--- src/rtl/rc_pkg.sv ---
// Shared types and constants for the remote_comm host command link.
package rc_pkg;

  localparam logic [7:0] POS_ACK = 8'hA5;
  localparam logic [7:0] ACK     = 8'h5A;

  localparam int BAUD_DIV_DEF = 2604;
  localparam int BAUD_W_DEF   = 12;

  typedef enum logic [1:0] {IDLE, HIGH, LOW} tx_state_t;
  typedef enum logic [1:0] {RX_IDLE, RX_START, RX_DATA, RX_STOP} rx_state_t;

  function automatic logic is_ack(input logic [7:0] b);
    return (b == POS_ACK) || (b == ACK);
  endfunction

endpackage

--- src/rtl/remote_comm_if.sv ---
// Command/response bundle between the host bench and remote_comm, plus FSM debug taps.
interface remote_comm_if;
  import rc_pkg::*;

  // send_cmd is a request sampled with cmd; it is taken only while tx_state is IDLE
  // (otherwise dropped, never queued). cmd_sent and resp_rdy are levels, not pulses.
  logic [15:0] cmd;
  logic        send_cmd;
  logic        cmd_sent;
  logic        tx_busy;
  logic        TX;
  logic        RX;
  logic [7:0]  resp;
  logic        resp_rdy;
  logic        resp_err;
  tx_state_t   tx_state;
  rx_state_t   rx_state;

  modport master (
    output cmd, send_cmd, RX,
    input  cmd_sent, tx_busy, TX, resp, resp_rdy, resp_err, tx_state, rx_state
  );

  modport slave (
    input  cmd, send_cmd, RX,
    output cmd_sent, tx_busy, TX, resp, resp_rdy, resp_err, tx_state, rx_state
  );

endinterface

--- src/rtl/rc_uart_rx.sv ---
// UART byte receiver: 2-flop synchroniser, mid-bit sampler, stop-bit framing check.
// REMOTE_COMM_RESP_CHK_EN adds the ack-byte check on resp_err.
module rc_uart_rx
  import rc_pkg::*;
#(
  parameter int BAUD_DIV = BAUD_DIV_DEF,
  parameter int BAUD_W   = BAUD_W_DEF
) (
  input  logic       clk,
  input  logic       rst,
  input  logic       rx,
  output logic [7:0] resp,
  output logic       resp_rdy,
  output logic       resp_err,
  output rx_state_t  state
);

  localparam logic [BAUD_W-1:0] FULL = BAUD_W'(BAUD_DIV - 1);
  localparam logic [BAUD_W-1:0] HALF = BAUD_W'(BAUD_DIV / 2 - 1);

  logic [1:0]        sync;
  logic              rx_s;
  logic              rx_d;
  logic [BAUD_W-1:0] baud_cnt;
  logic [2:0]        bit_cnt;
  logic [7:0]        shift;
  logic              byte_ok;

  assign rx_s    = sync[1];
  assign byte_ok = (state == RX_STOP) && (baud_cnt == FULL) && rx_s;

  always_ff @(posedge clk) begin
    if (rst) begin
      sync     <= 2'b11;
      rx_d     <= 1'b1;
      state    <= RX_IDLE;
      baud_cnt <= '0;
      bit_cnt  <= '0;
      shift    <= '0;
      resp     <= '0;
      resp_rdy <= 1'b0;
    end else begin
      sync <= {sync[0], rx};
      rx_d <= rx_s;
      case (state)
        RX_IDLE: begin
          if (rx_d && !rx_s) begin
            state    <= RX_START;
            baud_cnt <= '0;
            resp_rdy <= 1'b0;
          end
        end
        RX_START: begin
          if (baud_cnt == HALF) begin
            baud_cnt <= '0;
            bit_cnt  <= '0;
            state    <= rx_s ? RX_IDLE : RX_DATA;
          end else begin
            baud_cnt <= baud_cnt + 1'b1;
          end
        end
        RX_DATA: begin
          if (baud_cnt == FULL) begin
            baud_cnt <= '0;
            shift    <= {rx_s, shift[7:1]};
            bit_cnt  <= bit_cnt + 1'b1;
            if (bit_cnt == 3'd7) state <= RX_STOP;
          end else begin
            baud_cnt <= baud_cnt + 1'b1;
          end
        end
        RX_STOP: begin
          if (baud_cnt == FULL) begin
            baud_cnt <= '0;
            state    <= RX_IDLE;
            // A low stop bit is a framing error: the byte is dropped silently.
            if (rx_s) begin
              resp     <= shift;
              resp_rdy <= 1'b1;
            end
          end else begin
            baud_cnt <= baud_cnt + 1'b1;
          end
        end
        default: state <= RX_IDLE;
      endcase
    end
  end

`ifdef REMOTE_COMM_RESP_CHK_EN
  always_ff @(posedge clk) begin
    if (rst)          resp_err <= 1'b0;
    else if (byte_ok) resp_err <= !is_ack(shift);
  end
`else
  assign resp_err = 1'b0;
`endif

endmodule

--- src/rtl/remote_comm.sv ---
// Host command link: sends a 16-bit command as two UART bytes (high first) and
// receives the one-byte robot reply. REMOTE_COMM_RESP_CHK_EN enables resp_err.
module remote_comm
  import rc_pkg::*;
#(
  parameter int BAUD_DIV = BAUD_DIV_DEF,
  parameter int BAUD_W   = BAUD_W_DEF
) (
  input logic         clk,
  input logic         rst,
  remote_comm_if.slave bus
);

  localparam logic [BAUD_W-1:0] FULL = BAUD_W'(BAUD_DIV - 1);

  tx_state_t         state;
  logic [7:0]        shadow_lo;
  logic [8:0]        shift;
  logic [3:0]        bit_cnt;
  logic [BAUD_W-1:0] baud_cnt;

  assign bus.tx_state = state;

  // The start bit is driven on the acceptance edge, so the two frames take exactly 20 bit times.
  always_ff @(posedge clk) begin
    if (rst) begin
      state        <= IDLE;
      shadow_lo    <= '0;
      shift        <= '1;
      bit_cnt      <= '0;
      baud_cnt     <= '0;
      bus.TX       <= 1'b1;
      bus.cmd_sent <= 1'b0;
      bus.tx_busy  <= 1'b0;
    end else begin
      case (state)
        IDLE: begin
          if (bus.send_cmd) begin
            shadow_lo    <= bus.cmd[7:0];
            shift        <= {1'b1, bus.cmd[15:8]};
            bit_cnt      <= '0;
            baud_cnt     <= '0;
            bus.TX       <= 1'b0;
            bus.cmd_sent <= 1'b0;
            bus.tx_busy  <= 1'b1;
            state        <= HIGH;
          end
        end
        HIGH, LOW: begin
          if (baud_cnt == FULL) begin
            baud_cnt <= '0;
            if (bit_cnt == 4'd9) begin
              bit_cnt <= '0;
              if (state == HIGH) begin
                shift  <= {1'b1, shadow_lo};
                bus.TX <= 1'b0;
                state  <= LOW;
              end else begin
                bus.TX       <= 1'b1;
                bus.cmd_sent <= 1'b1;
                bus.tx_busy  <= 1'b0;
                state        <= IDLE;
              end
            end else begin
              bit_cnt <= bit_cnt + 1'b1;
              bus.TX  <= shift[0];
              shift   <= {1'b1, shift[8:1]};
            end
          end else begin
            baud_cnt <= baud_cnt + 1'b1;
          end
        end
        default: state <= IDLE;
      endcase
    end
  end

  rc_uart_rx #(
    .BAUD_DIV(BAUD_DIV),
    .BAUD_W  (BAUD_W)
  ) u_rx (
    .clk     (clk),
    .rst     (rst),
    .rx      (bus.RX),
    .resp    (bus.resp),
    .resp_rdy(bus.resp_rdy),
    .resp_err(bus.resp_err),
    .state   (bus.rx_state)
  );

endmodule

--- src/flat_wrapper.sv ---
// flat-port wrapper written by rule: the top's interface ports become plain ports
module remote_comm_flat import rc_pkg::*;
#(
  parameter int BAUD_DIV = BAUD_DIV_DEF,
  parameter int BAUD_W   = BAUD_W_DEF
)
  (clk, rst, bus_cmd, bus_send_cmd, bus_RX, bus_cmd_sent, bus_tx_busy, bus_TX, bus_resp, bus_resp_rdy, bus_resp_err, bus_tx_state, bus_rx_state);
  remote_comm_if bus_i ();
  input logic clk;
  input logic rst;
  input wire logic [$bits(bus_i.cmd)-1:0] bus_cmd;
  input wire logic [$bits(bus_i.send_cmd)-1:0] bus_send_cmd;
  input wire logic [$bits(bus_i.RX)-1:0] bus_RX;
  output wire logic [$bits(bus_i.cmd_sent)-1:0] bus_cmd_sent;
  output wire logic [$bits(bus_i.tx_busy)-1:0] bus_tx_busy;
  output wire logic [$bits(bus_i.TX)-1:0] bus_TX;
  output wire logic [$bits(bus_i.resp)-1:0] bus_resp;
  output wire logic [$bits(bus_i.resp_rdy)-1:0] bus_resp_rdy;
  output wire logic [$bits(bus_i.resp_err)-1:0] bus_resp_err;
  output wire logic [$bits(bus_i.tx_state)-1:0] bus_tx_state;
  output wire logic [$bits(bus_i.rx_state)-1:0] bus_rx_state;
  assign bus_i.cmd = bus_cmd;
  assign bus_i.send_cmd = bus_send_cmd;
  assign bus_i.RX = bus_RX;
  assign bus_cmd_sent = bus_i.cmd_sent;
  assign bus_tx_busy = bus_i.tx_busy;
  assign bus_TX = bus_i.TX;
  assign bus_resp = bus_i.resp;
  assign bus_resp_rdy = bus_i.resp_rdy;
  assign bus_resp_err = bus_i.resp_err;
  assign bus_tx_state = bus_i.tx_state;
  assign bus_rx_state = bus_i.rx_state;
  remote_comm #(.BAUD_DIV(BAUD_DIV), .BAUD_W(BAUD_W)) u_core (.clk(clk), .rst(rst), .bus(bus_i));
endmodule
--- config.mk ---
export PLATFORM = sky130hd
export DESIGN_NAME = remote_comm_flat
export DESIGN_NICKNAME = d
export VERILOG_FILES = /design/src/rtl/rc_pkg.sv /design/src/rtl/remote_comm_if.sv /design/src/rtl/rc_uart_rx.sv /design/src/rtl/remote_comm.sv /design/src/flat_wrapper.sv
export SDC_FILE = /design/constraint.sdc
export NUM_CORES = 1
export LEC_CHECK = 0
export CAP_MARGIN = 30
export CORE_MARGIN = 1.5
export CORE_UTILIZATION = 45
export CTS_CLUSTER_DIAMETER = 60
export DETAILED_ROUTE_END_ITERATION = 8
export PLACE_DENSITY = 0.67
export SLEW_MARGIN = 20
export SYNTH_ARGS = -nofsm -noshare
export SYNTH_HDL_FRONTEND = slang
export SYNTH_SLANG_ARGS = --single-unit
--- constraint.sdc ---
create_clock -name clk -period 3.05 [get_ports clk]
set_input_delay 0.4575 -clock clk [delete_from_list [all_inputs] [get_ports clk]]
set_output_delay 0.4575 -clock clk [all_outputs]
set_load 0.02 [all_outputs]
==> results of run 1 <==
[power by group through the flow]
stage	registers [mW]	logic (mW)	clock network [mW]
2_1_floorplan	1.18	0.607	0
3_3_place_gp	1.17	0.839	0
4_1_cts	1.15	0.854	0.778
3_5_place_dp	1.17	0.848	0
6_report	1.15	0.848	0.756
5_1_grt	1.17	0.946	0.829
[per-layer routing]
layer  vias up  part of all wire
met1      1465              0.49
met3         8             0.031
met5         -                 0
met2        57              0.47
met4         0             0.012
li1       1649                 -
[flip-flops by register name, summed over array words and instances, names as in the netlist, named ones only]
| register | count |
|---|---|
| u_core.u_rx.baud_cnt | 12 |
| u_core.bus.tx_state | 2 |
| u_core.u_rx.rx_d | 1 |
| u_core.u_rx.resp | 8 |
| u_core.bus.tx_busy | 1 |
| u_core.bit_cnt | 4 |
| u_core.u_rx.state | 1 |
| u_core.u_rx.sync | 2 |
| u_core.u_rx.bit_cnt | 3 |
| u_core.u_rx.resp_rdy | 1 |
| u_core.baud_cnt | 12 |
| u_core.bus.TX | 1 |
| u_core.shift | 8 |
| u_core.bus.cmd_sent | 1 |
| u_core.u_rx.shift | 8 |
| u_core.shadow_lo | 8 |
[worst reg2reg max path, cell delays in order, from the launching register on]
cell and delay (ps):
dfxtp_1 420, inv_1 110, ha_1 320, buf_4 280
o31a_1 550, o21ai_1 350, a21oi_1 190
[synth_stat cells, types with 2 or more instances]
master,count
a211oi_1,9
a21oi_1,36
a31oi_1,4
a32oi_1,2
a41oi_1,2
and2_1,5
and3_1,2
and3b_1,3
buf_1,2
buf_2,4
clkbuf_1,23
dfxtp_1,74
ha_1,12
inv_1,9
mux2_2,8
mux2i_1,16
nand2_1,44
nand2b_1,2
nand3_1,17
nand3b_1,3
nand4_1,11
nand4b_1,3
nor2_1,34
nor2b_1,15
nor3_1,5
nor4_1,4
nor4b_1,3
o211ai_1,5
o21a_1,2
o21ai_0,18
o22ai_1,8
o31a_1,3
o31ai_1,3
o41ai_1,2
or2_2,3
or3_1,6
or4_1,8
xnor2_1,5
xor2_1,2
[cell usage in the layout (no fill, tap or decap), types with 3 or more instances in the layout]
cell,synthesis,final
ha_1,12,12
and3b_1,3,3
o211ai_1,5,5
clkbuf_8,0,9
dfxtp_1,74,74
inv_1,9,9
a21oi_1,36,36
nor2_1,34,34
or2_2,3,3
buf_4,1,7
nand4_1,11,11
clkinv_2,0,3
xnor2_1,5,5
o22ai_1,8,8
nand2_1,44,44
nor4b_1,3,3
and2_1,5,5
nand4b_1,3,3
or4_1,8,8
nor3_1,5,5
a31oi_1,4,4
o31a_1,3,3
a211oi_1,9,9
o31ai_1,3,3
nand3b_1,3,3
mux2i_1,16,16
nor4_1,4,4
nor2b_1,15,15
o21ai_0,18,18
mux2_2,8,8
or3_1,6,6
nand3_1,17,17
clkdlybuf4s50_1,0,34
[worst paths after layout]
kind | startpoint | end | slack (ps) | cells after the start
max | u_core.bus.tx_state[0] | u_core.baud_cnt[11] | 760 | 6
min | u_core.u_rx.sync[0] | u_core.u_rx.sync[1] | 450 | 1
max reg2reg | u_core.bus.tx_state[0] | u_core.baud_cnt[11] | 760 | 6
min reg2reg | u_core.u_rx.sync[0] | u_core.u_rx.sync[1] | 450 | 1
[through the flow]
| stage | instances | instance area (um2) | util | power (mW) | hold slack, ps |
|---|---|---|---|---|---|
| detailed placement | 551 | 4113 | 0.5241 | 2.020 | 431.0 |
| global placement | 550 | 4105 | 0.5231 | 2.008 | 431.6 |
| global route | 567 | 4305 | 0.5486 | 2.946 | 481.1 |
| CTS | 567 | 4305 | 0.5486 | 2.784 | 458.6 |
| finish | 567 | 4305 | 0.5486 | 2.755 | 446.0 |
| floorplan | 438 | 3714 | - | 1.784 | 389.5 |
[area by class of cell]
class / count / area (um2)
Clock buffer: 9 / 123.9
Clock inverter: 7 / 68.82
Fill cell: 765 / 3542
Inverter: 9 / 33.78
Multi-Input combinational cell: 324 / 2072
Tap cell: 102 / 127.6
Sequential cell: 74 / 1481
Timing Repair Buffer: 42 / 397.9
[kinds of logic (layout without fill, tap and decap cells)]
family	count (synthesis)	count (layout)	share of synthesized area
AOI/OAI and AO/OA	105	105	0.1799
xor gates and xnor gates	7	7	0.01651
adders and majority gates	12	12	0.04043
buffers and inverters	40	67	0.04313
DFF	74	74	0.3989
muxes	24	24	0.06739
other	1	1	0.001010
and+or+nand+nor	175	175	0.2527
==> run metrics, run 1 <==
met1 global-route usage=0.2631; RSZ-0062 raised after global routing=no; area of the die=0.008806 mm2; Placement Setup Slack=between 600 and 700 ps; GRT Util Overall=0.1962; clk slew on worst S/H paths=80 ps; top cells by area, synth=dfxtp_1 40%, a21oi_1 4.9%, nand2_1 4.4%; PwrDens=640.0 mW/mm2; DR DRC count=0; Yosys reg bits=74; max_slew headroom=0.4980; row count=32; CTS H-Tree Depth=3; largest net degree at the start of global routing=40; Die H=~94 um; CP max stage delay=540 ps; post-CTS sizing=0; TritonCTS Buffers=9; CP startpoint kind=flop; Peak VDD IR=just under 0.0005 V; initial core utilization=0.4732; area grow syn2layout=15.94%; Post-Syn Area per Cell=roughly 8.5 um2; Worst EP arrival=2570 ps; Slew @ Worst Pin=approximately 750 ps; clock sinks=74; syn_nets=470; Crit path max-delay family=compound AO/OA/AOI/OAI gates; Setup TNS=0 ps; path type of the worst setup path=reg -> reg; clock buffer depth=2; first-pass GRT wire length=13.87 mm; DP Wirelength=roughly 5.4 mm; nets=~490; Detailed Route WL=around 7.9 mm; # Post-CTS Setup Buffers=0; worst path required time=3320 ps; Pre-antenna DRT Iters=4; Tmin final=2293 ps; Routed Antenna Nets=0; Setup-failing EPs final=0; critical-path cell list=inv_1 -> ha_1 -> buf_4 -> o31a_1 -> o21ai_1 -> a21oi_1; Post-Syn Area=0.003714 mm2; Root Buffer=clkbuf_8; max cap viols=0; Max Slew Vio Count=0; TritonCTS clock tree=yes; Pleak=~1.5 nW; dominant cell type by area after synthesis=dfxtp_1; outcome=complete, no violations; Post-Syn Instances=438; Synth top area share=0.3989; wire per inst=between 10 and 15 um; Port Buffers=35; Hold Vio Cnt, Final=0; met3 Use GR=0.03398; vias in the first global route=approximately 3000; synth warn=0; Gate power share=0.308; slowest cell on the critical path=o31a_1; Worst setup EP type=flop; GRT met2 Usage=0.3152; Netlist cell types=60; core area=0.007848 mm2; Worst-Skew Late Latency=340 ps; antenna violations before repair=0; DR vias=3179; Fmax=436.1 MHz; worst setup margin=757.1 ps; gr busiest metal=met2; clock network power share=0.275; die width=~94 um; hold buffers post-CTS=0; Post-synth top flop=dfxtp_1; Int Pwr=1.785 mW; vias per cell=around 5.6; Final GP Congestion=0.8194; power share of the sequential group=0.418; layout cells sized above 1=0.08602; final global-route overflow total=0; asr flop ratio synth=0; worst-case clock skew=between 7 and 8 ps; sequential share of the synthesized area=0.3989; Buf/Inv on CP=2; switching portion of total power=0.3523; Hold Path Class=reg -> reg; switching power total=0.9706 mW; number of synthesized flops with an enable pin=0; DRT iter0 DRCs=86; Worst Path Max Fanout=27; Antenna diodes=0; num ports=37; final worst path period share=0.7518
Power figures use the tool's default switching activity.
==> run 2, diff against run 1 <==
Settings changed: PLACE_DENSITY 0.67 to 0.7.
Clock period 3.05 ns to 2 ns, I/O delays scaled along.
==> run 2 against run 1 <==
Compared with the run above:
- flip-flop and latch count did not move
- sequential power is 50% higher
- count of clock-buffer cells in the layout unchanged
- clock skew about the same
- critical path depth did not move
- final cell count is 4.6% higher
- first-iteration DRC count is 52% higher
- sequential share of layout area is 1.4 points lower
- register-to-register slack worse by 690 ps
- non-clock buffer count is 27 higher
- routed wire length rose by 6.3%
- clock power rose by 34%
==> run metrics, run 2 (synthesis gave the netlist of run 1 again) <==
outcome=complete, no violations; Tmin final=1930 ps (-363.2 ps); DRT iter0 DRCs=131 (+52%); CP startpoint kind=flop; Worst-Skew Late Latency=350 ps (about the same); Worst Path Max Fanout=10 (-63%); hold buffers post-CTS=0 (unchanged); first-pass GRT wire length=14.35 mm (+3.5%); final global-route overflow total=0 (unchanged); slowest cell on the critical path=dfxtp_1; die width=93.84 um (unchanged); most common cell after layout, fill and taps aside=dfxtp_1; GRT Util Overall=0.2044 (+0.008239); Layout Cells excl Fill=593 (+4.6%); vias per cell=5.653 (+0.82%); Buf/Inv on CP=1 (-1); area of the die=0.008806 mm2 (unchanged); Root Buffer=clkbuf_8; TritonCTS clock tree=yes; Hold Path Class=in -> reg; core area=0.007848 mm2 (unchanged); Filler cells=750 (-2.0%); Fmax=518.2 MHz (+19%); Pleak=1.624 nW (+8.1%); largest net degree at the start of global routing=28 (-30%); DR vias=3352 (+5.4%); final worst path period share=0.9648 (+0.2131); Setup-failing EPs final=0 (unchanged); wire per inst=14.23 um (+1.6%); area grow syn2layout=20.96%; critical-path cell list=ha_2 -> nand4b_1 -> o31a_1 -> buf_4 -> or3_1 -> a31oi_1; antenna violations before repair=0 (unchanged); layout cells sized above 1=0.1426 (+0.05654); Detailed Route WL=8.441 mm (+6.3%); vias in the first global route=3168 (+7.2%); DP Wirelength=5.840 mm (+7.4%); initial core utilization=0.4732 (unchanged); Routed Antenna Nets=0 (unchanged); PwrDens=956.8 mW/mm2 (+50%); Slew @ Worst Pin=501.5 ps (-251.6 ps); max cap viols=0 (unchanged); max_slew headroom=0.6657 (+0.1677); Worst setup EP type=flop; Antenna diodes=0 (unchanged); Hold Vio Cnt, Final=0 (unchanged); worst setup margin=70.35 ps (-686.8 ps); path type of the worst setup path=reg -> reg; most frequent cells in the layout=73 x dfxtp_1, 44 x nand2_1, 36 x a21oi_1; CTS H-Tree Depth=3 (unchanged); Max Slew Vio Count=0 (unchanged); Peak VDD IR=0.0006818 V (+42%); nets=519 (+5.5%); num ports=37 (unchanged); DR DRC count=0 (unchanged); cell total after placement=576 (+4.5%); clock sinks=74 (unchanged); Crit path max-delay family=compound AO/OA/AOI/OAI gates; Placement Setup Slack=3.395 ps (-677.7 ps); worst-case clock skew=8.128 ps (+0.1695 ps); clk slew on worst S/H paths=80 ps (about the same); Worst EP arrival=2210 ps (-360 ps); Final GP Congestion=0.8516 (+3.9%); CP max stage delay=390 ps (-150 ps); TritonCTS Buffers=9 (unchanged); worst path required time=2280 ps (-1040 ps); row count=32 (unchanged); clock buffer depth=2 (unchanged); Port Buffers=35 (unchanged); Pre-antenna DRT Iters=5 (+1); Die H=93.84 um (unchanged); Top Registers=u_core.baud_cnt (12), u_core.u_rx.baud_cnt (12)
[run 2: path summary, 6_finish.rpt]
path,start,end,slack (ps),depth (start not counted)
worst max-delay path,u_core.baud_cnt[0],u_core.bit_cnt[2],70,6
worst min-delay path,rst,u_core.u_rx.baud_cnt[7],410,2
worst max register to register,u_core.baud_cnt[0],u_core.bit_cnt[2],70,6
worst min register to register,u_core.u_rx.sync[0],u_core.u_rx.sync[1],420,1
[run 2: repair_timing]
| action | CTS | global route |
|---|---|---|
| buffers inserted | 0 | 2 |
| gates resized for setup | 0 | 4 |
| setup endpoints to repair | 0 | 18 |
[run 2: metal layers]
| layer | global-route usage | up-vias | part of all wire |
|---|---|---|---|
| met1 | 0.2472 | 1583 | 0.45 |
| met3 | 0.05259 | 8 | 0.038 |
| met4 | 0.06468 | 0 | 0.012 |
| met5 | 0 | - | 0 |
| met2 | 0.3533 | 66 | 0.50 |
| li1 | - | 1695 | - |
[run 2: area by class of cell]
class	count	area [um2]	area share
clock inverter	6	42.54	0.009471
multi-input combinational	324	2081	0.4632
clock buffer	9	123.9	0.02758
tap	102	127.6	0.02841
sequential	74	1483	0.3301
inverter	9	33.78	0.007521
timing repair buffer	69	600.6	0.1337
[run 2: metrics by stage]
stage	power [mW]	TNS, ps	area (um2)	hold WS (ps)	util
finish	4.298	0	4492	413.3	0.5724
global route	4.584	-24.22	4492	416.1	0.5724
CTS	4.305	0	4468	387.4	0.5694
detailed placement	3.280	0	4302	411.6	0.5482
global placement	3.260	0	4302	405.6	0.5482
floorplan	2.727	-49.04	3716	389.5	-
[run 2: report_power, final]
| part | switching [mW] | internal, mW | total [mW] |
|---|---|---|---|
| sequential | 0.0901 | 1.64 | 1.73 |
| clock | 0.561 | 0.444 | 1.01 |
| combinational | 0.873 | 0.692 | 1.56 |
| total | 1.52 | 2.77 | 4.30 |
